===== config.mk =====
export PLATFORM = sky130hd
export DESIGN_NAME = imem_loader
export DESIGN_NICKNAME = d
export VERILOG_FILES = /design/src/rtl/imem_loader_pkg.sv /design/src/rtl/imem_loader_word_assembler.sv /design/src/rtl/imem_loader.sv
export SDC_FILE = /design/constraint.sdc
export NUM_CORES = 1
export LEC_CHECK = 0
export CAP_MARGIN = 10
export CELL_PAD_IN_SITES_DETAIL_PLACEMENT = 1
export CELL_PAD_IN_SITES_GLOBAL_PLACEMENT = 2
export CORE_MARGIN = 4
export CORE_UTILIZATION = 25
export CTS_CLUSTER_DIAMETER = 60
export CTS_CLUSTER_SIZE = 14
export DETAILED_ROUTE_END_ITERATION = 10
export GPL_ROUTABILITY_DRIVEN = 0
export PLACE_DENSITY = 0.62
export SLEW_MARGIN = 20
export SYNTH_ARGS = -nofsm -noshare
export SYNTH_HDL_FRONTEND = slang
export SYNTH_SLANG_ARGS = --single-unit

===== constraint.sdc =====
create_clock -name clk -period 2.7 [get_ports clk]
set_clock_uncertainty 0.2 [all_clocks]
set_input_delay 0.405 -clock clk [delete_from_list [all_inputs] [get_ports clk]]
set_output_delay 0.405 -clock clk [all_outputs]
set_load 0.02 [all_outputs]

===== src/rtl/imem_loader_pkg.sv =====
// ============================================================================
// Module : imem_loader_pkg
// Brief  : Shared state encoding and default parameters for the imem loader.
// Rev    : 1.0
// ============================================================================
`default_nettype none

package imem_loader_pkg;

  typedef enum logic [2:0] {
    S_IDLE   = 3'd0,
    S_HDR_HI = 3'd1,
    S_HDR_LO = 3'd2,
    S_DATA   = 3'd3,
    S_CHECK  = 3'd4,
    S_DONE   = 3'd5,
    S_ERROR  = 3'd6
  } state_e;

  localparam logic [7:0]  MAGIC_DEFAULT     = 8'hA5;
  localparam int          MAX_WORDS_DEFAULT = 4096;
  localparam logic [31:0] BASE_ADDR_DEFAULT = 32'h0000_0000;
  localparam int          INDEX_W           = 13;

endpackage

`default_nettype wire


===== src/rtl/imem_loader_word_assembler.sv =====
// ============================================================================
// Module : word_assembler
// Brief  : Packs bytes MSB-first into 32-bit words; pulses word_valid_o the
//          cycle after the 4th byte of each word.
// Rev    : 1.0
// ============================================================================
`default_nettype none

module word_assembler (
  input  logic        clk,
  input  logic        rst,
  input  logic        clear_i,
  input  logic        byte_valid_i,
  input  logic [7:0]  byte_i,
  output logic [31:0] word_o,
  output logic        word_valid_o,
  output logic        last_byte_o
);

  logic [31:0] shift_q;
  logic [1:0]  cnt_q;
  logic        valid_q;

  always_ff @(posedge clk or posedge rst) begin
    if (rst) begin
      shift_q <= '0;
      cnt_q   <= '0;
      valid_q <= 1'b0;
    end else begin
      valid_q <= byte_valid_i && (cnt_q == 2'd3);
      if (clear_i) begin
        cnt_q <= '0;
      end else if (byte_valid_i) begin
        shift_q <= {shift_q[23:0], byte_i};
        cnt_q   <= cnt_q + 2'd1;
      end
    end
  end

  assign word_o       = shift_q;
  assign word_valid_o = valid_q;
  assign last_byte_o  = (cnt_q == 2'd3);

endmodule

`default_nettype wire


===== src/rtl/imem_loader.sv =====
// ============================================================================
// Module : imem_loader
// Brief  : Boot loader writing the instruction RAM from a framed byte stream.
//          Optional trailing XOR checksum enabled by IMEM_LOADER_CHECKSUM_EN.
// Rev    : 1.0
// ============================================================================
`default_nettype none

module imem_loader
  import imem_loader_pkg::*;
#(
  parameter logic [31:0] BASE_ADDR = BASE_ADDR_DEFAULT,
  parameter int          MAX_WORDS = MAX_WORDS_DEFAULT,
  parameter logic [7:0]  MAGIC     = MAGIC_DEFAULT
) (
  input  logic        clk,
  input  logic        rst,
  input  logic [7:0]  rx_data_i,
  input  logic        rx_valid_i,
  output logic        rx_ready_o,
  input  logic        start_i,
  output logic        mem_we_o,
  output logic [31:0] mem_address_o,
  output logic [31:0] mem_wdata_o,
  output logic        cpu_hold_o,
  output logic        done_o,
  output logic        error_o
);

  localparam logic [15:0] MAX_N = 16'(MAX_WORDS);
`ifdef IMEM_LOADER_CHECKSUM_EN
  localparam state_e S_TAIL = S_CHECK;
`else
  localparam state_e S_TAIL = S_DONE;
`endif

  state_e               state_q, state_d;
  logic                 live_q;
  logic [15:0]          count_q;
  logic [INDEX_W-1:0]   index_q;
  logic                 w_accept, w_rearm, w_word_valid, w_last_byte, w_last_word;
  logic [15:0]          w_count;

  assign w_accept    = rx_valid_i && rx_ready_o;
  assign w_rearm     = start_i && ((state_q == S_DONE) || (state_q == S_ERROR));
  assign w_count     = {count_q[15:8], rx_data_i};
  assign w_last_word = ((16'(index_q) + 16'd1) == count_q);

  word_assembler u_asm (
    .clk          (clk),
    .rst          (rst),
    .clear_i      (w_rearm),
    .byte_valid_i (w_accept && (state_q == S_DATA)),
    .byte_i       (rx_data_i),
    .word_o       (mem_wdata_o),
    .word_valid_o (w_word_valid),
    .last_byte_o  (w_last_byte)
  );

`ifdef IMEM_LOADER_CHECKSUM_EN
  logic [7:0] csum_q;

  always_ff @(posedge clk or posedge rst) begin
    if (rst) begin
      csum_q <= '0;
    end else if (w_rearm) begin
      csum_q <= '0;
    end else if (w_accept && (state_q == S_DATA)) begin
      csum_q <= csum_q ^ rx_data_i;
    end
  end
`endif

  always_ff @(posedge clk or posedge rst) begin
    if (rst) begin
      state_q <= S_IDLE;
      live_q  <= 1'b0;
      count_q <= '0;
      index_q <= '0;
    end else begin
      state_q <= state_d;
      live_q  <= 1'b1;
      // The index advances during the write cycle so the address stays stable.
      if (w_rearm) begin
        index_q <= '0;
      end else if (w_word_valid) begin
        index_q <= index_q + INDEX_W'(1);
      end
      if (w_accept && (state_q == S_HDR_HI)) count_q[15:8] <= rx_data_i;
      if (w_accept && (state_q == S_HDR_LO)) count_q[7:0]  <= rx_data_i;
    end
  end

  always_comb begin
    state_d = state_q;
    unique case (state_q)
      S_IDLE:   if (w_accept && (rx_data_i == MAGIC)) state_d = S_HDR_HI;
      S_HDR_HI: if (w_accept) state_d = S_HDR_LO;
      S_HDR_LO: begin
        if (w_accept) begin
          if (w_count > MAX_N)         state_d = S_ERROR;
          else if (w_count == 16'd0)   state_d = S_TAIL;
          else                         state_d = S_DATA;
        end
      end
      S_DATA:   if (w_accept && w_last_byte && w_last_word) state_d = S_TAIL;
`ifdef IMEM_LOADER_CHECKSUM_EN
      S_CHECK:  if (w_accept) state_d = (rx_data_i == csum_q) ? S_DONE : S_ERROR;
`endif
      S_DONE, S_ERROR: if (start_i) state_d = S_IDLE;
      default:  state_d = S_IDLE;
    endcase
  end

  always_comb begin
    rx_ready_o = 1'b0;
    done_o     = 1'b0;
    error_o    = 1'b0;
    cpu_hold_o = 1'b1;
    case (state_q)
      S_IDLE, S_HDR_HI, S_HDR_LO, S_DATA, S_CHECK: rx_ready_o = live_q;
      S_DONE: begin
        done_o     = 1'b1;
        cpu_hold_o = 1'b0;
      end
      S_ERROR: error_o = 1'b1;
      default: ;
    endcase
  end

  assign mem_we_o      = w_word_valid;
  assign mem_address_o = BASE_ADDR + {17'b0, index_q, 2'b00};

endmodule

`default_nettype wire

Word-level counts from Yosys, hierarchy flattened --
Index checks and enable logic that the tools add are counted.
Cells by class: add/subtract/negate cells 3, magnitude comparators 1, equal/unequal tests 14, multiplexer cells 16, bitwise gates (word level) 1, reduce and logical (&&, ||, !) cells 18
Operator list (number):
- 13-bit two-way mux | 2
- 3-bit two-way mux | 7
- 14-bit by 16-bit == test with 1-bit output | 1
- 16-bit by 13-bit > comparator with 1-bit output (second input constant) | 1
- 16-bit zero test | 1
- 3-bit case mux with 5 select lines | 1
- 13-bit by 1-bit adder with 14-bit output (second input constant) | 1
- 13-bit by 1-bit adder with 13-bit output (second input constant) | 1
- 3-bit == test (second input constant) | 3
- 1-bit logical AND | 9
- 8-bit == test (second input constant) | 1
- 2-bit != test (second input constant) | 4
- 3-bit by 2-bit == test with 1-bit output (second input constant) | 2
- 5-bit AND reduction | 1
- 5-bit OR reduction | 1
- 1-bit two-way mux | 4
- 2-bit two-way mux | 2
- 2-bit nonzero test | 2
- 3-bit by 1-bit == test with 1-bit output (second input constant) | 1
- 3-bit zero test | 1
- 2-bit by 1-bit adder with 2-bit output (second input constant) | 1
- 2-bit == test (second input constant) | 1
- 2-bit by 1-bit != test with 1-bit output (second input constant) | 1
- 2-bit AND reduction | 1
- other kinds (3) | 3
Storage, ports and cells: register bits 68, input port bits 12, output and inout port bits 69

Logic depth before layout (Yosys ltp) --
depth after elaboration 8, depth in mapped cells 9, gate-level depth less buffers 8

By module --
From an unflattened synthesis, not the netlist that was laid out.
Unflattened totals: cells, all modules 312, area, all modules 3712.3 µm²
Modules (own cells, without submodules):
- imem_loader | instances 1, cells each 233, area each 2237.1 µm², seq. area each 825.8 µm²
- word_assembler | instances 1, cells each 79, area each 1475.2 µm², seq. area each 875.8 µm²

Worst setup path before layout --
Ideal clock, no wire load.
path type register -> register, start point reg index_q[0], end point reg state_q[2], library setup time 66 ps, data arrival time 2374 ps, required time 2434 ps, path slack 60 ps, cell stages (with the launch flop) 8, path buffers 0, cell sequence dfrtp_1 ha_1 nand3_1 or4_1 a211o_1 o2bb2ai_1 nor4_2 a22o_1
Between the ends: longest elaborated chain between the ends 5
Ends and longest elaborated chain:
- start: declaration | line imem_loader.sv:40 | logic [INDEX_W-1:0] index_q;
- start signal: assignment | line imem_loader.sv:87 | index_q <= index_q + INDEX_W'(1);
- 13-bit by 1-bit adder with 14-bit output | line imem_loader.sv:47 | assign w_last_word = ((16'(index_q) + 16'd1) == count_q);
- 14-bit by 16-bit == test with 1-bit output | line imem_loader.sv:47
- 1-bit logical AND | line imem_loader.sv:106 | S_DATA: if (w_accept && w_last_byte && w_last_word) state_d = S_TAIL;
- 2-bit by 1-bit != test with 1-bit output (no source line)
- 5-bit AND reduction (no source line)
- end signal: assignment | line imem_loader.sv:81 | state_q <= state_d;
- end: declaration | line imem_loader.sv:37 | state_e state_q, state_d;
Every way passes these cells. A chain may end at the register's enable or synchronous reset.

Worst setup path after layout --
start point reg state_q[1], end point out rx_ready_o
Between the ends: longest elaborated chain between the ends 3, elaborated cells on any way between the ends 7, those cells by class 4 x eq/ne; 1 x mux; 2 x reduce/logical
Ends and longest elaborated chain:
- 3-bit by 2-bit == test with 1-bit output, or another cell as far along | line imem_loader.sv:120 | case (state_q)
- 5-bit OR reduction (*) | line imem_loader.sv:120
- 1-bit two-way mux (*) | line imem_loader.sv:120
- end: declaration | line imem_loader.sv:20 | output logic rx_ready_o,
Mark *: on every way between the ends. The rest lies on a longest branch, timed or not.

==> results.sh <==
export IMPL_setup_ws_ns=0.188
export IMPL_async_flop_share_pct=100
export IMPL_synth_area_um2=3470
export IMPL_synth_top_area_share_pct=49.0
export IMPL_synth_edf_count=0
export IMPL_area_growth_pct=35.9
export IMPL_path_max_fanout=11
export IMPL_ir_drop_mv=0.458
export IMPL_clk_pin_slew_ns=0.06
export IMPL_cts_tree="done"
export IMPL_ys_ff_latch=68
export IMPL_grt_usage_pct=12.6
export IMPL_synth_most_common_cell="dfrtp_1"
export IMPL_p_per_area_nw_per_um2=1250
export IMPL_maxCapViolations=0
export IMPL_yosys_area_share_simple_pct=13.1
export IMPL_tightest_slew_ns=0.490
export IMPL_syn_area_per_cell_um2=11.3
export IMPL_hold_violations=0
export IMPL_drc=0
export IMPL_grt_pass1_wl_um=15700
export IMPL_core_area_um2=13400
export IMPL_drt_initial_drc_count=73
export IMPL_power_leakage_uw=0.00191
export IMPL_drt_wl_total_um=9570
export IMPL_p_comb_share_pct=45.2
export IMPL_rsz0062_at_grt="false"
export IMPL_root_buffer="clkbuf_16"
export IMPL_clock_power_share_pct=21.6
export IMPL_synthXorXnorAreaFrac_pct=7.06
export IMPL_cts_setup_buffers=0
export IMPL_overflow=0
export IMPL_slew_headroom_pct=66.5
export IMPL_fp_dieW_um=126
export IMPL_pin_count=81
export IMPL_first_pass_iters=4
export IMPL_n_antenna_cell=0
export IMPL_ys_flop_type="dfrtp_1"
export IMPL_stdcell_area_um2=4720
export IMPL_cts_htree_levels=3
export IMPL_post_dp_hpwl_um=7200
export IMPL_outcome="complete, no violations"
export IMPL_nFillCells=1491
export IMPL_critical_path_class="register to output port"
export IMPL_nets=404
export IMPL_clock_fmax_ghz=0.398
export IMPL_antenna_found_initial=0
export IMPL_synth_area_leaders="dfrtp_1 49%, mux2_2 16%, buf_4 5.0%, xnor2_1 4.3%, xor2_1 2.8%"
export IMPL_pre_cts_slack_ns=-0.0104
export IMPL_start_util_pct=25.9
export IMPL_via_per_inst=4.54
export IMPL_required_ns=2.10
export IMPL_cts_sinks=68
export IMPL_regArea_um2=1700
export IMPL_io_buffers=61
export IMPL_slew_viol_final=0
export IMPL_drive_gt1_share_pct=24.6
export IMPL_grt_pass1_vias=2778
export IMPL_worstPathArrival_ns=1.91
export IMPL_yosys_area_share_adder_pct=0.720
export IMPL_fin_crit_ns=2.51
export IMPL_finalSetupViolCount=0
export IMPL_ys_warnings_count=0
export IMPL_p_int_uw=3700
export IMPL_numCtsBuffers=9
export IMPL_worst_setup_path_start_kind="register"
export IMPL_multi_input_area_um2=1630
export IMPL_ys_seq_area_share_pct=49.0
export IMPL_synth_compound_area_share_pct=7.35
export IMPL_synth_area_leader_cell="dfrtp_1"
export IMPL_vias=2592
export IMPL_dieArea_um2=15800
export IMPL_holdCritPathClass="primary input to async pin"
export IMPL_die_h_um=126
export IMPL_clock_latency_ns=0.33
export IMPL_placed_area_um2=4390
export IMPL_syn_inst=308
export IMPL_end_kind="output port"
export IMPL_final_antenna_net_count=0
export IMPL_rows=42
export IMPL_cts_path_max_buffers=2
export IMPL_switching_share_pct=37.4
export IMPL_wire_per_inst_um=16.8
export IMPL_synthMuxAreaShare_pct=16.2
export IMPL_seqPwrFrac_pct=33.2
export IMPL_synth_top_family_by_area="multiplexers"
export IMPL_p_switching_uw=2210
export IMPL_ys_types=49
export IMPL_timing_final_crit_share_pct=93.0
export IMPL_synthTopCellsByCount="68 x dfrtp_1, 49 x mux2_2, 23 x buf_4, 22 x nor2_1, 17 x xnor2_1"
export IMPL_grt_max_degree=37
==> flip-flops by register name, summed over array words and instances, names as in the netlist <==
signal and cells:
u_asm.cnt_q 2, index_q 13, u_asm.word_valid_o 1, u_asm.word_o 32
live_q 1, count_q 16, state_q 3
==> critical path, stage by stage, from the launching register on <==
cell	delay (ns)
dfrtp_1	0.49
nor2_1	0.25
o21a_1	0.20
clkdlybuf4s50_1	0.64
==> what timing repair did <==
item / 4_1_cts / 5_1_grt
gates resized for setup: 0 / 1
endpoints found under the hold margin: 0 / 0
hold buffers: 0 / 0
endpoints found under the setup margin: 0 / 2
==> final timing paths <==
check                            startpoint          endpoint  depth (start not counted)  slack, ns
setup / recovery                 state_q[1]        rx_ready_o                          3       0.19
hold / removal                          rst       index_q[10]                          2       0.22
setup reg to reg                index_q[10]        state_q[2]                          7       0.24
hold reg to reg            u_asm.word_o[26]  u_asm.word_o[26]                          1       0.30
max in group asynchronous               rst  u_asm.word_o[13]                          3       1.54
min in group clk           u_asm.word_o[26]  u_asm.word_o[26]                          1       0.30
==> layout by cell type, fill, tap and decap left out, drive strengths merged, types with 5 or more instances in the layout <==
cell type,count
a21oi,11
buf,24
clkbuf,9
clkdlybuf4s50,61
conb,20
dfrtp,68
inv,5
mux2,49
nand2,12
nand3,10
nand4,6
nor2,22
nor3,5
nor4,5
o21ai,9
or3,5
xnor2,17
xor2,11
==> per-layer routing <==
layer	track usage, %	routed length [um]
met5	0	0
met1	16.6	4240
met4	6.69	285
met3	2.07	365
met2	19.9	4680
==> through the flow <==
stage | instances | TNS (ns) | util [%] | hold slack [ns] | total power [uW]
4_1_cts | 571 | 0 | 35.2 | 0.238 | 6010
3_3_place_gp | 555 | 0 | 32.8 | 0.289 | 4650
6_report | 571 | 0 | 35.2 | 0.223 | 5910
2_1_floorplan | 326 | 0 | - | 0.270 | 3510
3_5_place_dp | 555 | -0.0104 | 32.8 | 0.294 | 4690
5_1_grt | 571 | 0 | 35.2 | 0.275 | 6300
==> cells by family (layout without fill, tap and decap cells) <==
kind of cell	after synthesis	after routing
multiplexers	50	50
AND/OR/NAND/NOR	83	83
flip-flops	68	68
other	2	20
XOR/XNOR	28	28
buffers and inverters	36	105
adder cells (fa/ha/maj)	2	2
AO/OA/AOI/OAI	39	39
==> power groups by stage <==
stage / Sequential [uW] / Clock [uW] / Combinational [uW]
6_report: 1960 / 1280 / 2670
5_1_grt: 2050 / 1360 / 2890
4_1_cts: 1980 / 1310 / 2710
3_5_place_dp: 1990 / 0 / 2700
3_3_place_gp: 1980 / 0 / 2670
2_1_floorplan: 2270 / 0 / 1240
==> cell type report <==
| class | count | area share [%] |
|---|---|---|
| flip-flops and latches | 68 | 36.1 |
| multi-input cells | 222 | 34.5 |
| repair buffers | 85 | 17.6 |
| clock buffers | 9 | 4.77 |
| well taps | 176 | 4.67 |
| clock inverters | 7 | 2.09 |
| inverters | 4 | 0.318 |
Power figures use the tool's default switching activity.
